## config.mk

```make
export PLATFORM = sky130hd
export DESIGN_NAME = fifo_wr_arbiter
export DESIGN_NICKNAME = d
export VERILOG_FILES = /design/src/rtl/fifo_wr_arbiter.sv
export SDC_FILE = /design/constraint.sdc
export NUM_CORES = 1
export LEC_CHECK = 0
export ABC_AREA = 1
export BUFFER_PORTS_ARGS = -buffer_cell sky130_fd_sc_hd__buf_2
export CORE_MARGIN = 3
export CORE_UTILIZATION = 44
export CTS_CLUSTER_DIAMETER = 40
export DETAILED_ROUTE_END_ITERATION = 10
export PLACE_DENSITY = 0.7
export SYNTH_ARGS = -nofsm -noshare
export SYNTH_HDL_FRONTEND = slang
export SYNTH_SLANG_ARGS = --single-unit
```

## constraint.sdc

```tcl
create_clock -name wr_clk -period 3.45 [get_ports wr_clk]
set_input_delay 0.5175 -clock wr_clk [delete_from_list [all_inputs] [get_ports wr_clk]]
set_output_delay 0.5175 -clock wr_clk [all_outputs]
set_load 0.05 [all_outputs]
```

## src/rtl/fifo_wr_arbiter.sv

```systemverilog
// Round-robin arbiter sharing the dual-clock FIFO write port among NREQ requesters.
// One grant per burst of up to MAX_BURST words; stalls on fifo_full without losing the grant.
module fifo_wr_arbiter #(
  parameter int NREQ      = 4,
  parameter int DWIDTH    = 8,
  parameter int MAX_BURST = 4,
  parameter int CWIDTH    = 16
) (
  input  logic                     wr_clk,
  input  logic                     areset_n_wr,
  input  logic [NREQ-1:0]          req_valid,
  input  logic [NREQ*DWIDTH-1:0]   req_data,
  output logic [NREQ-1:0]          req_ready,
  input  logic                     fifo_full,
  output logic [DWIDTH-1:0]        fifo_datain,
  output logic                     fifo_write,
  output logic [2:0]               grant_id,
  output logic                     busy,
  output logic [CWIDTH-1:0]        word_count
);

  localparam int              IW         = (NREQ > 1) ? $clog2(NREQ) : 1;
  localparam logic [2:0]      GID_RST    = 3'(NREQ-1);
  localparam logic [7:0]      BURST_LAST = 8'(MAX_BURST-1);

  typedef enum logic {S_IDLE, S_GRANT} state_t;

  state_t                         r_state, w_state_nxt;
  logic [2:0]                     r_gid, w_gid_nxt;
  logic [7:0]                     r_burst, w_burst_nxt;
  logic [CWIDTH-1:0]              r_wcnt;
  logic [2:0]                     w_sel;
  logic                           w_sel_found;
  logic [IW-1:0]                  w_g;
  logic                           w_g_valid;
  logic                           w_accept;
  logic                           w_granted;
  logic [NREQ-1:0][DWIDTH-1:0]    w_data;

  assign w_data    = req_data;
  assign w_g       = r_gid[IW-1:0];
  assign w_g_valid = req_valid[w_g];
  assign w_granted = (r_state == S_GRANT);
  assign w_accept  = w_granted & w_g_valid & ~fifo_full;

  // Search starts just past the last grant, so the previous winner ranks lowest.
  always_comb begin : rr_pick
    logic [IW-1:0] idx;
    w_sel       = r_gid;
    w_sel_found = 1'b0;
    idx         = '0;
    for (int k = 1; k <= NREQ; k++) begin
      idx = IW'((int'(r_gid) + k) % NREQ);
      if (!w_sel_found && req_valid[idx]) begin
        w_sel       = 3'(idx);
        w_sel_found = 1'b1;
      end
    end
  end

  always_comb begin
    w_state_nxt = r_state;
    w_gid_nxt   = r_gid;
    w_burst_nxt = r_burst;
    case (r_state)
      S_IDLE: begin
        if (w_sel_found) begin
          w_gid_nxt   = w_sel;
          w_burst_nxt = '0;
          w_state_nxt = S_GRANT;
        end
      end
      S_GRANT: begin
        if (w_accept) w_burst_nxt = r_burst + 8'd1;
        // Release wins over a full stall; a stall alone holds the grant.
        if (!w_g_valid || (w_accept && r_burst == BURST_LAST)) w_state_nxt = S_IDLE;
      end
      default: w_state_nxt = S_IDLE;
    endcase
  end

  always_ff @(posedge wr_clk or negedge areset_n_wr) begin
    if (!areset_n_wr) begin
      r_state <= S_IDLE;
      r_gid   <= GID_RST;
      r_burst <= '0;
      r_wcnt  <= '0;
    end else begin
      r_state <= w_state_nxt;
      r_gid   <= w_gid_nxt;
      r_burst <= w_burst_nxt;
      if (w_accept) r_wcnt <= r_wcnt + 1'b1;
    end
  end

  for (genvar i = 0; i < NREQ; i++) begin : g_rdy
    assign req_ready[i] = w_granted & (r_gid == 3'(i)) & ~fifo_full;
  end

  assign fifo_write  = w_accept;
  assign fifo_datain = w_data[w_g];
  assign grant_id    = r_gid;
  assign busy        = w_granted;
  assign word_count  = r_wcnt;

endmodule

```

==> results.md, run 1 <==
- The flow ran to the end, and the final reports show no timing, DRC or antenna violations.
- The count of buffers added on input and output ports is 70.
- The number of standard-cell rows in the floorplan is 24.
- The share of the synthesized area in the top cell type is 30.54%.
- The register-to-register setup slack is 1.00 ns.
- The most common library cell in the layout ignoring fill and taps is sky130_fd_sc_hd__nand2_1.
- The kind of critical path is reg -> out.
- The share of layout cells above drive strength 1 is 24.93%.
- After synthesis, flip-flops and latches occupy 33.11% of the total area.
- The logic gate share of total power is 66.6%.
- The full die area is 5509 um^2.
- The number of synthesized register bits is 27.
- sky130_fd_sc_hd__dfrtp_1 takes more of the synthesized area than any other cell.
- The count of distinct cell types in the synthesized netlist is 27.
- The final total power is 2.312 mW.
- The arrival time at the worst endpoint is 2.34 ns.
- In this run the deepest clock path goes through 2 buffers.
- For this design the top-level I/O count stands at 72.
- The number of global-route vias before repair is 2023.
- For the worst setup path, the data required time is 2.93 ns.
- In this run the tightest slew margin relative to its limit is 59.20%.
- In this run the worst path has a maximum fanout of 32.
- The number of DRC markers in iteration 0 is 105.
- The fraction of power spent switching nets is 61.78%.
- The max-cap check violation count is 0.
- The initial utilization of the core area, before any placement, comes to 46.40%.
- The setup-violating endpoint count in the final report is 0.
- The clock net in this run drives a total of 27 sinks.
- After floorplanning, the core was sized to cover 4414 um^2.
- The cell leakage power is 1.277 nW.
- Setup repair after global routing left no endpoint under its margin.
- CTS placed an instance of sky130_fd_sc_hd__clkbuf_8 at the clock tree root.
- The post-route fraction of the period consumed by the critical path is 82.68%.
- The number of antenna violations at the first check in global routing was 0.
- Cell internal power was estimated by the tool at 0.8836 mW.
- The number of nets in the final layout is 415.
- The chip height is 74.23 um.
- The number of diodes is 0.
- The cell area after technology mapping is 2048 um^2.
- After detailed routing, the total wire length is 5090 um.
- The startpoint type of the worst setup path is a flop.
- The vias after detailed routing is 2144.
- The total negative slack for setup checks is 0 ns.
- The layout overhead on the synthesized area is 19.18%.
- The first global-routing pass estimated 8535 um of wire.
- The total power density per cell area is 947.2 nW/um^2.
- Entering global routing, the biggest net connects 33 pins.
- In this run the critical register-to-register path is launched from grant_id[0].
- The HPWL after detailed placement is 3902 um.
- The Yosys step of the flow raised 0 warnings.
- The path category of the worst min-delay check is in -> async.
- The worst supply voltage drop on vdd is 0.0005470 V.
- Global routing used 19.11% of the available tracks across all layers.
- In the routed design, unresolved DRC markers number 0.
- The number of hold buffers added after CTS was 0.
- Across all hold checks on the routed design, the worst slack comes to 0.2311 ns.
- After routing the design area is 2441 um^2.
- After clock tree synthesis, the repair step resized 0 gates.
- Setup slack on the critical path of the routed design comes to 0.5974 ns.
- In this run the mean area of a mapped cell was 6.694 um^2.
- The endpoint identified for the worst register-to-register timing path is r_burst[5].
- The final number of hold-violating endpoints is 0.
- After synthesis, the cell types taking the most area are sky130_fd_sc_hd__dfrtp_1 31%, sky130_fd_sc_hd__nand2_1 15%, sky130_fd_sc_hd__nor2_1 7.3%.
- Between clock sinks in the finished design, the worst skew comes to 0.008047 ns.
- The die is 74.23 um wide.
- Timing would allow up to 350.6 MHz.
- The number of setup buffers added after CTS is 0.
- The detail-routed via count per cell is 5.093.
- Once placement finished, the instance area stood at 2392 um^2.
- The number of optimization iterations in the first detailed-route pass is 4.
- The number of buffers added by the clock tree synthesis step is 3.
- The number of filler cells placed in the layout is 446.
- After clock tree synthesis, the clock-pin slew on the worst setup and hold paths is 0.11 ns.
- The net switching power is 1.428 mW.
- The count of mapped cells out of synthesis is 306.
- In the layout the commonest cells are 83 x sky130_fd_sc_hd__nand2_1, 70 x sky130_fd_sc_hd__buf_2, 40 x sky130_fd_sc_hd__nor2_1, 28 x sky130_fd_sc_hd__o21ai_0, 27 x sky130_fd_sc_hd__inv_1.
- The clock insertion delay at the later pin of the skew report is 0.28 ns.
- TritonCTS built the clock tree.
- CTS built an H-tree with a depth of 1.
- The depth of the worst register-to-register path is 10.
- The minimum setup slack after placement is 0.9208 ns.
- The max-slew violation count came to 0.
- The total global routing overflow is 0.
- The transition time of the tightest slew-check pin is 0.6120 ns.
- The worst setup path is captured at an output pin.
- The detail route stage leaves a number of antenna-violating nets equal to 0.
- The per-cell routed wire length is 12.09 um.
- The weighted congestion reported at the end of routability-driven placement is 0.9120.
- The clock period minus final worst setup slack is 2.853 ns.
- The clock network is responsible for 8.3% of the overall power.
- Per report_power, the sequential group accounts for 25.1% of the total.
- The synthesized netlist net count is 351.
-- power by group through the flow --
| stage | sequential (mW) | combinational (mW) | clock [mW] |
|---|---|---|---|
| 6_report | 0.580 | 1.54 | 0.192 |
| 5_1_grt | 0.603 | 1.68 | 0.204 |
| 4_1_cts | 0.578 | 1.55 | 0.195 |
| 3_5_place_dp | 0.584 | 1.54 | 0 |
| 3_3_place_gp | 0.582 | 1.53 | 0 |
| 2_1_floorplan | 0.801 | 1.03 | 0 |
-- layout make-up --
type,instances,area [um^2],area share (%)
clock buffers,3,41.29,1.691
clock inverters,1,7.507,0.3075
inverters,32,120.1,4.921
multi-input cells,236,1179,48.28
flip-flops and latches,27,678.2,27.78
well taps,52,65.06,2.665
repair buffers,70,350.3,14.35
-- metrics by stage --
| stage | instances | util (%) |
|---|---|---|
| 2_1_floorplan | 306 | - |
| 3_3_place_gp | 417 | 54.20 |
| 3_5_place_dp | 417 | 54.20 |
| 4_1_cts | 421 | 55.30 |
| 5_1_grt | 421 | 55.30 |
| 6_report | 421 | 55.30 |
-- worst max-delay path, stage by stage (launching register included) --
cell	delay, ns
sky130_fd_sc_hd__dfstp_2	0.80
sky130_fd_sc_hd__nand2_1	0.16
sky130_fd_sc_hd__nand3_1	0.13
sky130_fd_sc_hd__o21ai_2	0.09
sky130_fd_sc_hd__nor2_4	0.49
sky130_fd_sc_hd__buf_2	0.37
-- logic make-up after synthesis --
group,synth area share [%]
simple gates,37.69
buf+inv,9.346
compound gates,10.45
flops,33.11
xor+xnor,5.559
fa+ha+maj,3.665
other cells,0.1831
-- how the worst max path moves through the flow --
stage	from	endpoint
after floorplan	grant_id[0]	fifo_datain[6]
after global placement	grant_id[0]	fifo_write
after detailed placement	grant_id[0]	fifo_write
after CTS	grant_id[0]	fifo_write
after global routing	grant_id[0]	fifo_write
final	grant_id[0]	fifo_write
-- Yosys cell counts, drive strengths merged --
| master | count |
|---|---|
| a21oi | 2 |
| buf | 8 |
| clkbuf | 3 |
| conb | 1 |
| dfrtp | 25 |
| dfstp | 2 |
| ha | 6 |
| inv | 32 |
| nand2 | 89 |
| nand3 | 26 |
| nand3b | 1 |
| nand4 | 14 |
| nor2 | 42 |
| nor3 | 4 |
| o21ai | 30 |
| o22ai | 8 |
| xnor2 | 3 |
| xor2 | 10 |
-- routing by layer --
metal  vias up  global-route usage [%]  routed length, um
met2        46                   34.94               2536
met4         0                   3.557                 43
met3         6                   2.973                204
met1       974                   23.95               2305
li1       1118                       -                  -
met5         -                       0                  0
-- state kept, by name, indices dropped and copies added, names as in the netlist --
| register | count |
|---|---|
| r_burst | 8 |
| word_count | 16 |
| busy | 1 |
| grant_id | 2 |
Power figures use the tool's default switching activity.
==> inputs of run 2 (changes only) <==
==> constraint.sdc (replaced) <==
create_clock -name wr_clk -period 2.8 [get_ports wr_clk]
set_input_delay 0.42 -clock wr_clk [delete_from_list [all_inputs] [get_ports wr_clk]]
set_output_delay 0.42 -clock wr_clk [all_outputs]
set_load 0.05 [all_outputs]
==> run 2 against run 1 <==
Compared with the run above: sequential cell count did not move; combinational power rose by 27%; highest routed layer unchanged; core utilization rose by 0.34 points; clock power rose by 24%; design area rose by 0.62%; sequential power rose by 17%; via count rose by 2.7%; clock-buffer cell count did not move; worst setup slack got worse by 0.23 ns; critical path depth rose by 1; global-route usage rose by 0.057 points.
==> results.md, run 2 (synthesis results as in run 1) <==
- The weighted congestion reported at the end of routability-driven placement came to 0.8406 (-7.8%).
- The full die area is 5509 um^2 (unchanged).
- The register-to-register setup slack is 0.50 ns (-0.50 ns).
- The depth of the worst register-to-register path is 10 (unchanged).
- The number of global-route vias before repair came to 1978 (-2.2%).
- The number of buffers on the longest clock path came to 2 (unchanged).
- The setup fix buffers added after clock tree synthesis is 0 (unchanged).
- The transition time of the tightest slew-check pin is 0.6110 ns (-0.001021 ns).
- The setup-violating endpoint count in the final report was 0 (unchanged).
- The total of buffers placed on input and output ports is 70 (unchanged).
- The number of DRC markers in iteration 0 is 142 (+35%).
- Derived from the worst setup path, the maximum achievable clock frequency is 410.5 MHz.
- The number of resized instances in the post-cts repair step came to 0 (unchanged).
- The post-route non-filler standard cell count is 423 (+0.48%).
- The post-detailed-route count of antenna-violating nets is 0 (unchanged).
- The cell leakage power is 1.287 nW (+0.79%).
- The root buffer cell is sky130_fd_sc_hd__clkbuf_8.
- The number of optimization iterations in the first detailed-route pass is 4 (unchanged).
- TritonCTS built the clock tree.
- The number of nets in the final layout is 417 (+0.48%).
- The worst register-to-register path begins at grant_id[1].
- The share of layout cells above drive strength 1 is 25.34% (+0.40 points).
- The total half-perimeter wirelength after legalization and detailed placement is 3881 um (-0.55%).
- The destination of the worst register-to-register timing path is r_burst[4].
- The number of diodes came to 0 (unchanged).
- The number of standard-cell rows in the floorplan was 24 (unchanged).
- The initial cell density of the core came to 46.40% (unchanged).
- The vias after detailed routing is 2201 (+2.7%).
- The startpoint type of the worst setup path is a flop.
- The number of buffers added by the clock tree synthesis step came to 3 (unchanged).
- The total global routing overflow is 0 (unchanged).
- The number of buffers inserted for hold repair after clock tree synthesis was 0 (unchanged).
- The horizontal die dimension is 74.23 um (unchanged).
- The largest driver fanout on the critical path is 23 (-28%).
- The total wire length was 5064 um (-0.51%).
- The number of flip-flops under the largest register name is 16 (unchanged).
- The number of antenna violations at the first check in global routing is 0 (unchanged).
- In this run the worst setup path begins at grant_id[0].
- The most common library cell in the layout ignoring fill and taps is sky130_fd_sc_hd__nand2_1.
- STA classifies the critical path endpoint as an output pin.
- The top-level port count was 72 (unchanged).
- The final number of hold-violating endpoints is 0 (unchanged).
- The H-tree level count came to 1 (unchanged).
- The library cells used most frequently in the layout, excluding fill and tap cells, are 83 x sky130_fd_sc_hd__nand2_1, 70 x sky130_fd_sc_hd__buf_2, 40 x sky130_fd_sc_hd__nor2_1, 28 x sky130_fd_sc_hd__o21ai_0, 27 x sky130_fd_sc_hd__inv_1.
- After layout, the minimum clock period comes to 2.436 ns.
- The smallest setup slack after layout is 0.3640 ns (-0.2334 ns).
- The final worst clock skew is 0.01224 ns (+0.004197 ns).
- The layout overhead on the synthesized area is 19.91%.
- The maximum number of pins on one net before global-route repair came to 28 (-15%).
- The total negative slack for setup checks came to 0 ns (unchanged).
- The worst supply voltage drop on vdd is 0.0006984 V (+28%).
- The path category of the worst min-delay check is in -> async.
- The per-cell routed wire length is 11.97 um (-0.98%).
- The post-route fraction of the period consumed by the critical path is 87.00%.
- The chip height came to 74.23 um (unchanged).
- The detail-routed via count per cell is 5.203 (+2.2%).
- The core utilization of the finished layout is 55.64% (+0.34 points).
- The cell total after placement is 419 (+0.48%).
- By startpoint and endpoint, the worst setup path is classified as reg -> out.
- The max-slew headroom at the worst pin is 59.27% (+0.068 points).
- The critical path required time is 2.38 ns (-0.55 ns).
- The end of the critical path is fifo_write.
- The clock transition at the registers of the reported paths is 0.11 ns (about the same).
- The arrival time at the worst endpoint is 2.02 ns (-0.32 ns).
- The total power density per cell area was 1167 nW/um^2 (+23%).
- The first-pass GRT wire length came to 8528 um (about the same).
- The core area is 4414 um^2 (unchanged).
- The total clock sinks is 27 (unchanged).
- The global-route usage over all layers was 19.17% (+0.057 points).
- The DRC violation count after routing came to 0 (unchanged).
- The minimum setup slack after placement was 0.5346 ns (-0.3863 ns).
- The max-cap check violation count is 0 (unchanged).
- The max-slew violation count was 0 (unchanged).
- Setup repair after global routing left no endpoint under its margin.
- The clock insertion delay at the later pin of the skew report is 0.28 ns (about the same).
- The flow ran to the end, and the final reports show no timing, DRC or antenna violations.
## run 2: cell count changes in the layout (fill, tap and decap cells not counted), sizes merged
cell and delta:
buf +2
## run 2: critical path: stages, from the launching register on
cell and delay (ns):
sky130_fd_sc_hd__dfstp_2 0.43, sky130_fd_sc_hd__inv_2 0.29, sky130_fd_sc_hd__nand2_1 0.12, sky130_fd_sc_hd__nand2_1 0.14
sky130_fd_sc_hd__o21ai_2 0.10, sky130_fd_sc_hd__nor2_4 0.33, sky130_fd_sc_hd__buf_2 0.34
## run 2: cell type report
type | count | area [um^2]
clock inverters | 1 | 7.507
repair buffers | 72 | 365.4
multi-input cells | 236 | 1179
well taps | 52 | 65.06
flip-flops and latches | 27 | 678.2
fillers | 443 | 1958
inverters | 32 | 120.1
clock buffers | 3 | 41.29
## run 2: worst min path at each step
stage,depth (start not counted),slack [ns],end
finish,1,0.13,word_count[4]
floorplan,0,0.12,busy
CTS,1,0.16,word_count[2]
global route,1,0.17,word_count[4]
detailed placement,1,0.47,word_count[2]
global placement,1,0.46,word_count[4]
## run 2: metrics by stage
step | instance area, um^2 | power (mW) | hold slack [ns]
4_1_cts | 2456 | 2.880 | 0.1550
5_1_grt | 2456 | 3.102 | 0.1680
3_5_place_dp | 2407 | 2.641 | 0.4727
6_report | 2456 | 2.867 | 0.1320
3_3_place_gp | 2407 | 2.624 | 0.4643
2_1_floorplan | 2048 | 2.258 | 0.1244
## run 2: metal layers
| layer | vias up | global-route usage (%) | wire [um] |
|---|---|---|---|
| li1 | 1123 | - | - |
| met1 | 1029 | 24.19 | 2229 |
| met2 | 45 | 35.04 | 2584 |
| met3 | 4 | 2.973 | 216 |
| met4 | 0 | 3.162 | 34 |
| met5 | - | 0 | 0 |
## run 2: power by group
group          switching, mW  leakage, nW  internal (mW)
logic                   1.46        0.912          0.489
registers              0.166        0.354          0.513
clock network          0.137       0.0217          0.101
total                   1.76         1.29           1.10
